`config.mk`:
```
export PLATFORM = sky130hd
export DESIGN_NAME = lzw_decoder
export DESIGN_NICKNAME = d
export VERILOG_FILES = /design/src/rtl/lzw_decoder.sv
export SDC_FILE = /design/constraint.sdc
export NUM_CORES = 1
export LEC_CHECK = 0
export ABC_CLOCK_PERIOD_IN_PS = 7090
export BUFFER_PORTS_ARGS = -buffer_cell sky130_fd_sc_hd__buf_2
export CAP_MARGIN = 25
export CORE_MARGIN = 5
export CORE_UTILIZATION = 25
export CTS_CLUSTER_DIAMETER = 100
export DETAILED_ROUTE_END_ITERATION = 16
export HOLD_SLACK_MARGIN = 0.02
export PLACE_DENSITY = 0.47
export SLEW_MARGIN = 40
export SYNTH_ARGS = -nofsm -noshare
export SYNTH_HDL_FRONTEND = slang
export SYNTH_SLANG_ARGS = --single-unit
export TNS_END_PERCENT = 50
```
`constraint.sdc`:
```
create_clock -name clk -period 7.09 [get_ports clk]
set_input_delay 1.418 -clock clk [delete_from_list [all_inputs] [get_ports clk]]
set_output_delay 1.418 -clock clk [all_outputs]
set_load 0.02 [all_outputs]
```
`src/rtl/lzw_decoder.sv`:
```
// LZW decompressor: fetches codes from a code RAM, rebuilds the dictionary and writes chars to an output RAM.
// Optional `LZW_DEC_ERR_CHECK_EN` rejects codes not yet present in the dictionary.
module lzw_decoder #(
  parameter int ADDR_WIDTH       = 4,
  parameter int VOCAB_ADDR_WIDTH = 5,
  parameter int DATA_WIDTH       = 8,
  parameter int LIT_COUNT        = 8
) (
  input  logic                        clk,
  input  logic                        rst_n,
  input  logic                        cs,
  input  logic [ADDR_WIDTH:0]         code_count,
  output logic [ADDR_WIDTH-1:0]       code_addr,
  input  logic [VOCAB_ADDR_WIDTH-1:0] code_rdata,
  output logic                        out_we,
  output logic [ADDR_WIDTH-1:0]       out_addr,
  output logic [DATA_WIDTH-1:0]       out_wdata,
  output logic [ADDR_WIDTH:0]         out_len,
  output logic                        busy,
  output logic                        done,
  output logic                        err
);

  localparam int DICT_SIZE = 2**VOCAB_ADDR_WIDTH;
  localparam int DEPTH     = DICT_SIZE + 1;
  localparam int SPW       = $clog2(DEPTH + 1);
  localparam int NFW       = VOCAB_ADDR_WIDTH + 1;
  localparam logic [NFW-1:0]        NF_INIT = NFW'(LIT_COUNT);
  localparam logic [NFW-1:0]        NF_FULL = NFW'(DICT_SIZE);
  localparam logic [ADDR_WIDTH:0]   LEN_MAX = (ADDR_WIDTH+1)'(2**ADDR_WIDTH);

  typedef enum logic [2:0] {
    S_IDLE, S_FETCH, S_WAIT, S_WALK, S_EMIT, S_UPDATE, S_DONE, S_ERROR
  } state_t;

  state_t                        r_state, w_next;
  logic [ADDR_WIDTH:0]           r_count, r_idx, r_out_len;
  logic [VOCAB_ADDR_WIDTH-1:0]   r_cur, r_code, r_prev;
  logic [DATA_WIDTH-1:0]         r_first;
  logic                          r_kwk;
  logic [NFW-1:0]                r_next_free;
  logic [SPW-1:0]                r_sp;
  logic [VOCAB_ADDR_WIDTH-1:0]   r_pre   [DICT_SIZE];
  logic [DATA_WIDTH-1:0]         r_suf   [DICT_SIZE];
  logic [DATA_WIDTH-1:0]         r_stack [DEPTH];

  logic                  w_cur_lit, w_kwk_hit, w_code_bad, w_stack_empty, w_ovf, w_push;
  logic [NFW-1:0]        w_rdata_ext;
  logic [SPW-1:0]        w_top_idx;
  logic [DATA_WIDTH-1:0] w_push_data;

  assign w_rdata_ext   = {1'b0, code_rdata};
  assign w_cur_lit     = ({1'b0, r_cur} < NF_INIT);
  assign w_kwk_hit     = (r_idx != '0) && (w_rdata_ext == r_next_free);
  assign w_stack_empty = (r_sp == '0);
  assign w_ovf         = (r_out_len == LEN_MAX);
  assign w_top_idx     = r_sp - 1'b1;

`ifdef LZW_DEC_ERR_CHECK_EN
  assign w_code_bad = (w_rdata_ext > r_next_free) ||
                      ((w_rdata_ext == r_next_free) && (r_idx == '0));
`else
  assign w_code_bad = 1'b0;
`endif

  // KwKwK pushes the previous first char before walking prev, so it lands last in output order
  assign w_push      = (r_state == S_WALK) && cs;
  assign w_push_data = r_kwk     ? r_first :
                       w_cur_lit ? DATA_WIDTH'(r_cur) : r_suf[r_cur];

  always_ff @(posedge clk or negedge rst_n) begin
    if (!rst_n) r_state <= S_IDLE;
    else        r_state <= w_next;
  end

  always_comb begin
    w_next = r_state;
    out_we = 1'b0;
    case (r_state)
      S_IDLE:   if (cs) w_next = (code_count == '0) ? S_DONE : S_FETCH;
      S_FETCH:  w_next = S_WAIT;
      S_WAIT:   w_next = w_code_bad ? S_ERROR : S_WALK;
      S_WALK:   if (!r_kwk && w_cur_lit) w_next = S_EMIT;
      S_EMIT: begin
        if (w_stack_empty) w_next = S_UPDATE;
        else if (w_ovf)    w_next = S_ERROR;
        else               out_we = cs;
      end
      S_UPDATE: w_next = ((r_idx + 1'b1) == r_count) ? S_DONE : S_FETCH;
      S_DONE, S_ERROR: w_next = r_state;
      default:  w_next = S_IDLE;
    endcase
    if (!cs) w_next = S_IDLE;
  end

  always_ff @(posedge clk or negedge rst_n) begin
    if (!rst_n) begin
      r_count     <= '0;
      r_idx       <= '0;
      r_out_len   <= '0;
      r_cur       <= '0;
      r_code      <= '0;
      r_prev      <= '0;
      r_first     <= '0;
      r_kwk       <= 1'b0;
      r_next_free <= NF_INIT;
      r_sp        <= '0;
      for (int unsigned i = 0; i < DICT_SIZE; i++) begin
        r_pre[i] <= '0;
        r_suf[i] <= '0;
      end
    end else if (w_next == S_IDLE) begin
      r_idx       <= '0;
      r_out_len   <= '0;
      r_kwk       <= 1'b0;
      r_next_free <= NF_INIT;
      r_sp        <= '0;
      for (int unsigned i = 0; i < DICT_SIZE; i++) begin
        r_pre[i] <= '0;
        r_suf[i] <= '0;
      end
    end else begin
      case (r_state)
        S_IDLE: begin
          r_count <= code_count;
          r_idx   <= '0;
        end
        S_WAIT: begin
          r_code <= code_rdata;
          r_cur  <= w_kwk_hit ? r_prev : code_rdata;
          r_kwk  <= w_kwk_hit;
        end
        S_WALK: begin
          r_sp <= r_sp + 1'b1;
          if (r_kwk)           r_kwk   <= 1'b0;
          else if (!w_cur_lit) r_cur   <= r_pre[r_cur];
          else                 r_first <= DATA_WIDTH'(r_cur);
        end
        S_EMIT: begin
          if (out_we) begin
            r_sp      <= r_sp - 1'b1;
            r_out_len <= r_out_len + 1'b1;
          end
        end
        S_UPDATE: begin
          if ((r_idx != '0) && (r_next_free < NF_FULL)) begin
            r_pre[r_next_free[VOCAB_ADDR_WIDTH-1:0]] <= r_prev;
            r_suf[r_next_free[VOCAB_ADDR_WIDTH-1:0]] <= r_first;
            r_next_free <= r_next_free + 1'b1;
          end
          r_prev <= r_code;
          r_idx  <= r_idx + 1'b1;
        end
        default: ;
      endcase
    end
  end

  always_ff @(posedge clk) begin
    if (w_push) r_stack[r_sp] <= w_push_data;
  end

  assign code_addr = r_idx[ADDR_WIDTH-1:0];
  assign out_addr  = r_out_len[ADDR_WIDTH-1:0];
  assign out_wdata = out_we ? r_stack[w_top_idx] : '0;
  assign out_len   = r_out_len;
  assign busy      = (r_state != S_IDLE) && (r_state != S_DONE) && (r_state != S_ERROR);
  assign done      = (r_state == S_DONE);
  assign err       = (r_state == S_ERROR);

endmodule

```
# [Word level (Yosys, flattened, before mapping)]
# Memory sizes are Yosys's and may differ from the RTL's.
# Index checks and enable logic that the tools add are counted.
# Widths: inputs -> output; s select.
[word_totals] reg_bits=467 ram_bits=264 inputBits=13 output_inout_bits=25 elab_cells=186 memories=1
[op_classes] add_sub_neg=5 order_cmp=5 n_eq_ne=15 mux=50 n_bitwise=4 n_reduce_logical=31
[mem_list] memory="r_stack" depth=33 width=8 read_ports=1 rd_clocked_by_memory_dff=0 write_ports=1 line="45" source="logic [DATA_WIDTH-1:0] r_stack [DEPTH];"
[ops] operator="$mux 256" count=3
[ops] operator="$mux 160" count=3
[ops] operator="$bwmux 256" count=1
[ops] operator="$bwmux 160" count=1
[ops] operator="$mux 5" count=10
[ops] operator="$mux 8" count=6
[ops] operator="$bmux 8 s5" count=1
[ops] operator="$demux 8 s5" count=1
[ops] operator="$mux 6" count=5
[ops] operator="$bmux 5 s5" count=1
[ops] operator="$demux 5 s5" count=1
[ops] operator="$pmux 3 s7" count=1
[ops] operator="$pmux 5 s2" count=2
[ops] operator="$mux 3" count=6
[ops] operator="$add 6x1->6 const B" count=2
[ops] operator="$eq 3x3->1 const B" count=4
[ops] operator="$ge 6x6->1 const B" count=2
[ops] operator="$not 5->6" count=2
[ops] operator="$pmux 6 s2" count=1
[ops] operator="$reduce_and 2->1" count=6
[ops] operator="$reduce_bool 3->1" count=4
[ops] operator="$add 5x1->5 const B" count=2
[ops] operator="$reduce_bool 2->1" count=5
[ops] operator="$ne 3x3->1 const B" count=3
[ops] operator="other kinds (21)" count=37

# [Depth between registers and ports, before layout]
[depth] depth_word=9 ltp_mapped=11 depth_no_buf=7

# [Least setup slack after synthesis]
# Ideal clock, no wire load.
[synth_path] path_type="input to output" startpoint="input cs" endpoint="output out_wdata[6]" arrival_time_ps=3166 required_time_ps=5672 slack_ps=2506 cell_stages=6 path_buffers=3 path_cell_list="clkbuf_1 inv_2 or4b_1 buf_2 o31ai_2 buf_4"
[synth_between] elab_chain_cells=4
[synth_rtl] item="start, declared" line="11" source="input logic cs,"
[synth_rtl] item="$mux 1" line="86" source="else if (w_ovf) w_next = S_ERROR;"
[synth_rtl] item="$mux 1" line="85" source="if (w_stack_empty) w_next = S_UPDATE;"
[synth_rtl] item="$mux 1" line="79" source="case (r_state)"
[synth_rtl] item="$mux 8" line="165" source="assign out_wdata = out_we ? r_stack[w_top_idx] : '0;"
[synth_rtl] item="end, declared" line="17" source="output logic [DATA_WIDTH-1:0] out_wdata,"
# No other way between the ends.

# [Final worst setup path]
[layout_path] startpoint="register r_sp[0]" endpoint="output out_wdata[7]"
[layout_between] elab_chain_cells=4 elab_cells_between_ends=6 cone_classes="1 x add/sub; 3 x mux; 1 x reduce/logical; 1 x memory"
[layout_rtl] item="start, declared" line="42" source="logic [SPW-1:0] r_sp;"
[layout_rtl] item="start signal, assigned" line="134" source="r_sp <= r_sp + 1'b1;"
[layout_rtl] item="start signal, assigned" line="141" source="r_sp <= r_sp - 1'b1;"
[layout_rtl] item="branches (longest 3 deep; another with $mem_v2 33x8)"
[layout_rtl] item="$mux 8 *" line="165"
# Every way passes the cells marked *.

==> insert_results.sql <==
INSERT INTO impl_metrics (metric_group, metric, value, unit) VALUES
('outcome', 'run_status', 'complete, no violations', ''),
('global_routing', 'global_route.overflow_total', '0', ''),
('critical_path', 'crit_path_top_delay_cell', 'sky130_fd_sc_hd__dfrtp_4', ''),
('critical_path', 'worstPathArrival', '3.90', 'ns'),
('drt', 'drt_first_pass_iters', '5', ''),
('power', 'ir_worst_vdd', '0.1909', 'mV'),
('synth', 'ys.flop_type', 'sky130_fd_sc_hd__dfrtp_1', ''),
('timing', 'finalCritPeriodShare', '75.05', '%'),
('layout', 'most-common-layout-cells', 'sky130_fd_sc_hd__nand2_1 (318), sky130_fd_sc_hd__dfrtp_1 (317), sky130_fd_sc_hd__a21oi_1 (287)', ''),
('floorplanning', 'initial_utilization', '25.21', '%'),
('floorplanning', 'dieHeight', '325.1', 'um'),
('clock_network', 'cts_inserted_buffers', '57', ''),
('synth', 'synth_async_sr_flop_share', '62.57', '%'),
('critical_path', 'worst-path-buf-inv', '3', ''),
('synth', 'synth-edff-count', '198', ''),
('synth', 'post_synth_inst_count', '2170', ''),
('timing', 'tightestPinTransition', '0.8584', 'ns'),
('timing', 'timing.setup.tns', '0', 'ns'),
('clock_network', 'cts_num_sinks', '529', ''),
('place', 'place.gp.congestion', '0.8332', ''),
('critical_path', 'worst_setup_path_start_kind', 'flop', ''),
('synth', 'number_of_synthesis_warnings', '0', ''),
('hold_path', 'min_delay_worst_endpoint', 'r_code[4]', ''),
('critical_path', 'critical_path_class', 'flop to output pin', ''),
('floorplanning', 'die_area', '105700', 'um2'),
('timing', 'grt_setup_unrepaired', 'no', ''),
('global_routing', 'grt_use_total', '13.77', '%'),
('critical_path', 'setup.worst_path.start', 'r_sp[0]', ''),
('critical_path', 'timing.rr.start', 'r_cur[0]', ''),
('clock_network', 'clock_latency', '0.65', 'ns'),
('power', 'cellLeakagePower', '0.01023', 'uW'),
('synth', 'post_synth.cell_area_avg', '11.44', 'um2'),
('layout', 'drive_gt1_share', '17.95', '%'),
('synth', 'synthesized_cell_area', '24820', 'um2'),
('timing', 'final_hold_viol_count', '0', ''),
('drt', 'drc', '0', ''),
('drt', 'routed_wl', '75.17', 'mm'),
('drt', 'route.vias.total', '17518', ''),
('place', 'port_buffers', '37', ''),
('timing', 'fmax', '187.9', 'MHz'),
('layout', 'finish.net_count', '2155', ''),
('floorplanning', 'i_o_pins', '38', ''),
('timing', 'skew', '0.04537', 'ns'),
('power', 'p_total', '8830', 'uW'),
('critical_path', 'r2r_endpoint', 'r_stack[28][4]', ''),
('place', 'hpwlAfterDp', '45.93', 'mm'),
('hold_path', 'worst_min_delay_path_startpoint', 'r_code[4]', ''),
('drt', 'vias_per_cell', '5.048', ''),
('clock_network', 'cts_buffer_depth', '3', ''),
('clock_network', 'ctsHoldBuffers', '0', ''),
('timing', 'finalCriticalPeriod', '5.321', 'ns'),
('synth', 'netlist_top_cells_area', 'sky130_fd_sc_hd__dfrtp_1 (33%), sky130_fd_sc_hd__edfxtp_1 (24%), sky130_fd_sc_hd__mux4_2 (10%)', ''),
('drt', 'initialDrtViolationCount', '1568', ''),
('hold_path', 'hold_path.class', 'flop to flop', ''),
('clock_network', 'cts-htree-levels', '2', ''),
('clock_network', 'post_cts_resize_count', '0', ''),
('global_routing', 'grt_antenna_before_repair', '5', ''),
('power', 'power.density_cell_area', '311.6', 'nW/um2'),
('layout', 'fill_cells', '10098', ''),
('layout', 'layout_commonest_cell', 'sky130_fd_sc_hd__nand2_1', ''),
('clock_network', 'cts.root.buffer_cell', 'sky130_fd_sc_hd__clkbuf_16', ''),
('critical_path', 'crit_path_max_fanout', '49', ''),
('timing', 'finalSetupViolCount', '0', ''),
('timing', 'worst_slew_margin_rel', '42.33', '%'),
('critical_path', 'crit_chain', 'buf_12, inv_1, ha_4, mux4_2, mux2_1, o22ai_1, o31ai_2, buf_2', ''),
('critical_path', 'timing.critical_path.max_delay_family', 'flip-flops', ''),
('synth', 'ys_ff_latch', '529', ''),
('floorplanning', 'dieWidth', '325.1', 'um'),
('flow_run', 'timing.max_cap.violations', '0', ''),
('critical_path', 'worst-r2r-setup-slack', '3.55', 'ns'),
('critical_path', 'worst_setup_path_end_kind', 'output pin', '');
worst register-to-register path: cells and delay by family, from the launching register on:
family,cells,cell delay (ns)
mux,2,1.13
buf+inv,2,0.59
compound gates,2,0.73
flops,1,0.74
power by group:
part           total, uW  internal (uW)  switching [uW]
registers           3800           3370             433
clock network       3070           1780            1300
logic               1950            793            1160
final cells by class:
cell class,count,area [um2],area share [%]
inverter,21,91.34,0.3224
multi-input combinational,1443,9802,34.59
sequential,529,14260,50.33
tap,1287,1610,5.683
antenna,5,12.51,0.04416
clock buffer,77,1612,5.688
timing repair buffer,80,631.9,2.230
clock inverter,28,314.1,1.108
worst max path at each step:
stage / endpoint / slack, ns / cells after the start
after global routing: out_wdata[0] / 1.54 / 8
final: out_wdata[7] / 1.77 / 8
after global placement: out_wdata[1] / 1.96 / 7
after CTS: out_wdata[0] / 1.70 / 8
after floorplan: out_wdata[6] / 2.51 / 6
after detailed placement: out_wdata[1] / 2.11 / 5
through the flow:
stage               instance area [um2]  instances  hold slack (ns)  worst slack, ns  utilization (%)
global placement                  26160       3354           0.4632            1.955            26.58
floorplan                         24940       2202           0.4541            2.506                -
detailed placement                26360       3359           0.4735            2.111            26.78
finish                            28330       3470           0.4844            1.769            28.79
CTS                               28290       3464           0.4878            1.699            28.74
global route                      28320       3466           0.5010            1.543            28.78
state kept, by name (all words and copies together) (netlist names), 6 cells and up:
register     count
r_sp             6
r_pre          160
r_stack        198
r_next_free      6
r_suf          120
routing by layer:
metal / share of wire (%) / global-route usage [%] / up-vias
met4: 2.9 / 4.116 / 0
met2: 47 / 22.10 / 588
li1: - / - / 7761
met5: 0 / 0 / -
met1: 44 / 18.68 / 9043
met3: 7.0 / 3.138 / 126
synth_stat cells, types with 6 or more instances:
cell type,count
sky130_fd_sc_hd__dfrtp_1,330
sky130_fd_sc_hd__nand2_1,318
sky130_fd_sc_hd__a21oi_1,290
sky130_fd_sc_hd__edfxtp_1,198
sky130_fd_sc_hd__nand3_1,147
sky130_fd_sc_hd__mux4_2,114
sky130_fd_sc_hd__o21ai_1,110
sky130_fd_sc_hd__nor2_1,92
sky130_fd_sc_hd__clkbuf_1,89
sky130_fd_sc_hd__buf_2,57
sky130_fd_sc_hd__o21ai_0,56
sky130_fd_sc_hd__buf_1,45
sky130_fd_sc_hd__mux2_2,30
sky130_fd_sc_hd__mux2i_1,26
sky130_fd_sc_hd__inv_1,17
sky130_fd_sc_hd__buf_4,16
sky130_fd_sc_hd__nand2_2,16
sky130_fd_sc_hd__xnor2_1,16
sky130_fd_sc_hd__mux2_1,14
sky130_fd_sc_hd__o22ai_1,14
sky130_fd_sc_hd__nand4_1,12
sky130_fd_sc_hd__xor2_1,12
sky130_fd_sc_hd__a22o_1,10
sky130_fd_sc_hd__ha_1,10
sky130_fd_sc_hd__nor3_1,10
sky130_fd_sc_hd__nor2b_1,8
sky130_fd_sc_hd__o31ai_1,8
sky130_fd_sc_hd__a22oi_1,7
sky130_fd_sc_hd__nand2b_1,7
sky130_fd_sc_hd__a21o_1,6
sky130_fd_sc_hd__and3_1,6
cell families after synthesis:
kind of cell    Yosys count  share of synthesized area, %
simple gates            651                         11.74
compound gates          535                         11.79
flops                   529                         57.34
buf+inv                 230                         4.069
mux                     184                         13.39
xor+xnor                 30                         1.150
fa+ha+maj                10                        0.5042
other cells               1                       0.01511
Power figures use the tool's default switching activity.
